**src/rtl/ip_lcd_pkg.sv**
```systemverilog
// Panel timing constants and the colour-bar table shared by the LCD driver files.
package ip_lcd_pkg;

    localparam int unsigned CLK_DIV   = 3;

    localparam int unsigned H_ACTIVE  = 800;
    localparam int unsigned H_FP      = 40;
    localparam int unsigned H_SYNC    = 128;
    localparam int unsigned H_BP      = 88;
    localparam int unsigned H_TOTAL   = H_ACTIVE + H_FP + H_SYNC + H_BP;
    localparam int unsigned HS_START  = H_ACTIVE + H_FP;
    localparam int unsigned HS_END    = HS_START + H_SYNC;

    localparam int unsigned V_ACTIVE  = 480;
    localparam int unsigned V_FP      = 13;
    localparam int unsigned V_SYNC    = 3;
    localparam int unsigned V_BP      = 29;
    localparam int unsigned V_TOTAL   = V_ACTIVE + V_FP + V_SYNC + V_BP;
    localparam int unsigned VS_START  = V_ACTIVE + V_FP;
    localparam int unsigned VS_END    = VS_START + V_SYNC;

    localparam int unsigned HW        = 11;
    localparam int unsigned VW        = 10;
    localparam int unsigned BAR_WIDTH = 100;

    typedef struct packed {
        logic [4:0] r;
        logic [4:0] g;
        logic [4:0] b;
    } rgb_t;

    // white, yellow, cyan, green, magenta, red, blue, black
    localparam rgb_t COLOURS [8] = '{
        '{5'd31, 5'd31, 5'd31},
        '{5'd31, 5'd31, 5'd0 },
        '{5'd0,  5'd31, 5'd31},
        '{5'd0,  5'd31, 5'd0 },
        '{5'd31, 5'd0,  5'd31},
        '{5'd31, 5'd0,  5'd0 },
        '{5'd0,  5'd0,  5'd31},
        '{5'd0,  5'd0,  5'd0 }
    };

    // Compare chain instead of a divider; only meaningful for h < H_ACTIVE.
    function automatic logic [2:0] bar_of(input logic [HW-1:0] h);
        bar_of = '0;
        for (int unsigned i = 1; i < 8; i++) begin
            if (h >= HW'(i * BAR_WIDTH)) bar_of = 3'(i);
        end
    endfunction

endpackage

```
**src/rtl/ip_lcd_timing.sv**
```systemverilog
// Pixel-clock divider and horizontal/vertical position counters.
module ip_lcd_timing
    import ip_lcd_pkg::*;
#(
    parameter int unsigned H_TOTAL_PIX   = H_TOTAL,
    parameter int unsigned V_TOTAL_LINES = V_TOTAL
) (
    input  logic          clk,
    input  logic          n_reset,
    output logic          tick,
    output logic [HW-1:0] h,
    output logic [VW-1:0] v
);

    logic [$clog2(CLK_DIV)-1:0] div;

    assign tick = (div == ($clog2(CLK_DIV))'(CLK_DIV - 1));

    always_ff @(posedge clk or negedge n_reset) begin
        if (!n_reset) begin
            div <= '0;
            h   <= '0;
            v   <= '0;
        end else begin
            div <= tick ? '0 : div + ($clog2(CLK_DIV))'(1);
            if (tick) begin
                if (h == HW'(H_TOTAL_PIX - 1)) begin
                    h <= '0;
                    v <= (v == VW'(V_TOTAL_LINES - 1)) ? '0 : v + VW'(1);
                end else begin
                    h <= h + HW'(1);
                end
            end
        end
    end

endmodule

```
**src/rtl/ip_lcd.sv**
```systemverilog
// 800x480 parallel-RGB LCD driver: sync/DE decode and an 8-bar test pattern,
// all outputs registered on the pixel tick.
module ip_lcd
    import ip_lcd_pkg::*;
#(
    parameter int unsigned V_ACT_LINES   = V_ACTIVE,
    parameter int unsigned VS_START_LINE = VS_START,
    parameter int unsigned VS_END_LINE   = VS_END,
    parameter int unsigned V_TOTAL_LINES = V_TOTAL
) (
    input  logic       clk,
    input  logic       n_reset,
    output logic       lcd_clk,
    output logic       lcd_de,
    output logic       lcd_hsync,
    output logic       lcd_vsync,
    output logic [4:0] lcd_red,
    output logic [4:0] lcd_green,
    output logic [4:0] lcd_blue
);

    logic          tick;
    logic [HW-1:0] h;
    logic [VW-1:0] v;
    logic          de_next;
    rgb_t          pix_next;

    ip_lcd_timing #(
        .H_TOTAL_PIX   (H_TOTAL),
        .V_TOTAL_LINES (V_TOTAL_LINES)
    ) u_timing (
        .clk     (clk),
        .n_reset (n_reset),
        .tick    (tick),
        .h       (h),
        .v       (v)
    );

    always_comb begin
        de_next  = (h < HW'(H_ACTIVE)) && (v < VW'(V_ACT_LINES));
        pix_next = de_next ? COLOURS[bar_of(h)] : '0;
    end

    // The divider returns to 0 exactly after a tick, so lcd_clk falls with the data update.
    always_ff @(posedge clk or negedge n_reset) begin
        if (!n_reset) begin
            lcd_clk   <= 1'b0;
            lcd_de    <= 1'b0;
            lcd_hsync <= 1'b1;
            lcd_vsync <= 1'b1;
            lcd_red   <= '0;
            lcd_green <= '0;
            lcd_blue  <= '0;
        end else begin
            lcd_clk <= !tick;
            if (tick) begin
                lcd_de    <= de_next;
                lcd_hsync <= !((h >= HW'(HS_START)) && (h < HW'(HS_END)));
                lcd_vsync <= !((v >= VW'(VS_START_LINE)) && (v < VW'(VS_END_LINE)));
                lcd_red   <= pix_next.r;
                lcd_green <= pix_next.g;
                lcd_blue  <= pix_next.b;
            end
        end
    end

endmodule

```
**config.mk**
```make
export PLATFORM = sky130hd
export DESIGN_NAME = ip_lcd
export DESIGN_NICKNAME = d
export VERILOG_FILES = /design/src/rtl/ip_lcd_pkg.sv /design/src/rtl/ip_lcd_timing.sv /design/src/rtl/ip_lcd.sv
export SDC_FILE = /design/constraint.sdc
export NUM_CORES = 1
export LEC_CHECK = 0
export ABC_CLOCK_PERIOD_IN_PS = 2100
export CAP_MARGIN = 40
export CELL_PAD_IN_SITES_DETAIL_PLACEMENT = 1
export CELL_PAD_IN_SITES_GLOBAL_PLACEMENT = 2
export CORE_UTILIZATION = 31
export DETAILED_ROUTE_END_ITERATION = 8
export PLACE_DENSITY = 0.78
export SLEW_MARGIN = 5
export SYNTH_ARGS = -nofsm -noshare
export SYNTH_HDL_FRONTEND = slang
export SYNTH_SLANG_ARGS = --single-unit
```
**constraint.sdc**
```tcl
create_clock -name clk -period 2.1 [get_ports clk]
set_input_delay 0.42 -clock clk [delete_from_list [all_inputs] [get_ports clk]]
set_output_delay 0.42 -clock clk [all_outputs]
set_load 0.01 [all_outputs]
```
==> results of run 1 <==
-- synthesized netlist by cell type, types with 2 or more instances --
cell and number:
a21oi_1 10, inv_1 12, nand4_1 9, a21o_1 2, o21ai_0 10, dfstp_2 2
nand2_1 15, mux2i_1 2, nor2b_1 5, clkbuf_1 7, a32o_1 2, nor3_1 5
o211ai_1 2, nor4b_1 3, nor4_1 2, ha_1 5, and2_1 4, o311ai_0 2
xor2_1 2, buf_1 2, nand3_1 16, buf_4 12, dfrtp_1 28, xnor2_1 8
a31oi_1 3, and3_1 2, o2111ai_1 2, nor2_1 11
-- metal layers --
| layer | vias to the layer above | wire [um] | part of all wire | global-route usage |
|---|---|---|---|---|
| met2 | 21 | 2130 | 0.47 | 0.269 |
| met3 | 6 | 102 | 0.023 | 0.0345 |
| li1 | 747 | - | - | - |
| met1 | 760 | 2230 | 0.49 | 0.206 |
| met5 | - | 0 | 0 | 0 |
| met4 | 0 | 60 | 0.013 | 0.0491 |
-- cell families after synthesis --
kind of cell / count (synthesis)
simple gates: 81
compound gates: 38
buf+inv: 35
flops: 30
xor+xnor: 10
fa+ha+maj: 5
mux: 3
-- cells in the final DEF (no fill, tap or decap), types with 2 or more instances in the layout --
master | synthesis | routed
dfrtp_1 | 28 | 28
clkdlybuf4s50_1 | 0 | 20
buf_4 | 12 | 18
nand3_1 | 16 | 16
nand2_1 | 15 | 15
inv_1 | 12 | 12
nor2_1 | 11 | 11
a21oi_1 | 10 | 10
o21ai_0 | 10 | 10
nand4_1 | 9 | 9
xnor2_1 | 8 | 8
nor2b_1 | 5 | 5
nor3_1 | 5 | 5
ha_1 | 5 | 5
clkbuf_8 | 0 | 5
and2_1 | 4 | 4
nor4b_1 | 3 | 3
a31oi_1 | 3 | 3
clkbuf_1 | 7 | 3
nor4_1 | 2 | 2
a21o_1 | 2 | 2
o211ai_1 | 2 | 2
o2111ai_1 | 2 | 2
o311ai_0 | 2 | 2
a32o_1 | 2 | 2
and3_1 | 2 | 2
mux2i_1 | 2 | 2
xor2_1 | 2 | 2
dfstp_2 | 2 | 2
-- cell type report --
| type | instances | area (um^2) | share of cell area |
|---|---|---|---|
| well taps | 72 | 90.1 | 0.0410 |
| clock buffers | 8 | 80.1 | 0.0365 |
| multi-input cells | 137 | 892 | 0.406 |
| inverters | 12 | 45.0 | 0.0205 |
| repair buffers | 38 | 335 | 0.153 |
| flip-flops and latches | 30 | 753 | 0.343 |
-- registers in the layout, summed over array words and instances (netlist names) --
register      cells
lcd_green         1
u_timing.v       10
lcd_de            1
u_timing.h       11
lcd_vsync         1
u_timing.div      2
lcd_hsync         1
lcd_clk           1
lcd_red           1
lcd_blue          1
-- worst max-delay path: cells and delay by family, from the launching register on --
kind                   cells  cell delay (ns)
AND/OR/NAND/NOR            2             0.58
flip-flops                 1             0.38
buffers and inverters      2             0.36
AO/OA/AOI/OAI              2             0.34
-- stage by stage --
step                      power (W)  setup WS (ns)  cell area (um^2)  hold WS [ns]
after global placement     0.000604          0.257              2120         0.426
after global routing        0.00108         0.0671              2200         0.484
final                       0.00104          0.310              2200         0.447
after floorplan            0.000589          0.113              1830         0.124
after CTS                   0.00106          0.263              2200         0.450
after detailed placement   0.000604          0.276              2120         0.440
-- path summary, 6_finish.rpt --
kind	start	end	slack [ns]	depth (start not counted)
max	u_timing.h[5]$_DFFE_PN0N_	u_timing.v[2]$_DFFE_PN0P_	0.31	6
min	u_timing.div[0]$_DFF_PN0_	u_timing.div[0]$_DFF_PN0_	0.45	1
max reg2reg	u_timing.h[5]$_DFFE_PN0N_	u_timing.v[2]$_DFFE_PN0P_	0.31	6
min reg2reg	u_timing.div[0]$_DFF_PN0_	u_timing.div[0]$_DFF_PN0_	0.45	1
max in group asynchronous	n_reset	lcd_vsync$_DFFE_PN1N_	1.24	2
min in group asynchronous	n_reset	u_timing.h[3]$_DFFE_PN0N_	0.53	2
-- report_power, final --
group          internal [W]  leakage [nW]  switching [W]
Combinational    0.00000284         0.465      0.0000115
Clock              0.000235        0.0395       0.000208
Sequential         0.000578         0.377              0
Total              0.000816         0.881       0.000220
==> out/results.ini, run 1 <==
[detailed_routing]
via_per_inst=5.16
drc_errors=0
drt-initial-drc-count=81
num_vias=1534
wl_um=4520
wl_per_cell_um=15.2
firstDrtPassIters=4
ant_nets=0

[timing]
finClkSkew_ns=0.00377
fin_crit_sh=0.852
finalSetupTns_ns=0
min_period_ns=1.79
hold_viol=0
slew-limit-headroom=0.646
maxSlewViolCount=0
setup_violations=0
timing.fmax_ghz=0.559
rsz0062_at_grt=false
worstMarginPinSlew_ns=0.525

[synthesis]
synth.avg_cell_area_um2=9.06
synth_top_area_share=0.383
synth_seq_cells=30
synth_top_family_by_area=simple AND/OR/NAND/NOR gates
netlist_area_mm2=0.00183
synth_area_leaders=dfrtp_1, buf_4, nand3_1
synth_largest_area_cell=dfrtp_1
synth_mux_area_frac=0.0191
synth-edff-count=0
synth.distinct_cells=45
synth_flop_cell=dfrtp_1
synthSimpleGateAreaFrac=0.253
synthAdderAreaFrac=0.0342
synthArstFlopShare=1.00
syn_nets=209
synth_cells=202
synth-xor-area-share=0.0478
yosysSeqAreaShare=0.411
synth-compound-area-share=0.133
ys_warn_count=0

[floorplanning]
die_area_mm2=0.00622
die_width_um=78.8
initial_utilization=0.326
boundaryPins=21
rows=27
fp.dieH_um=78.8
coreArea_mm2=0.00561

[global_routing]
antenna_found_initial=0
grt_first_pass_wirelength_um=7660
grt_pass1_vias=1555
grt_max_degree=31
grt-ovfl-total=0
grt_usage=0.160

[setup_path]
cp_max_fo=12
crit_arrival_ns=1.95
critPathMaxStageDelay_ns=0.38
critPathKind=reg2reg
cp_data_required_time_ns=2.26
path_cells=buf_4, nor4_1, buf_4, nand4_1, o21ai_0, o21ai_1
cp_common_cell=buf_4
slowest_stage=dfrtp_1
worstSetupStartpointType=flop
cp-end-kind=flop

[run]
maxCapViolCount=0

[clocking]
hold_buffers=0
cts_buffer_depth=2
insertion_delay_ns=0.28
cts_resized=0
clock_sinks=30
root_buffer=clkbuf_8
cts_made_buffers=5
htreeDepth=2
cts.clk_slew.worst_paths_ns=0.06
cts_tree=yes
postCtsSetupBuffers=0

[placement]
gp_congestion=0.777
hpwl_um=3320
port_buffers=20
dp_cells=289

[finish]
n_fill_cell=696
area_delta_synth_final_pct=20.0
drive_gt1_frac=0.133
post-route-util=0.392
insertedDiodeCount=0
final_cell_count_no_fill=297
finalNetCount=231

[power]
power_density_mw_per_mm2=472
leakagePower_nw=0.881
peakVddDrop_mv=0.187

[worst_hold_path]
hp-class=reg2reg

[outcome]
status=finished, final reports clean

(Power assumes the default switching activity.)
==> run 2, diff against run 1 <==
Settings changed: SLEW_MARGIN 5 to 40.
==> results of run 2 <==
The final DEF is identical to that of run 1; final timing and power are the same.
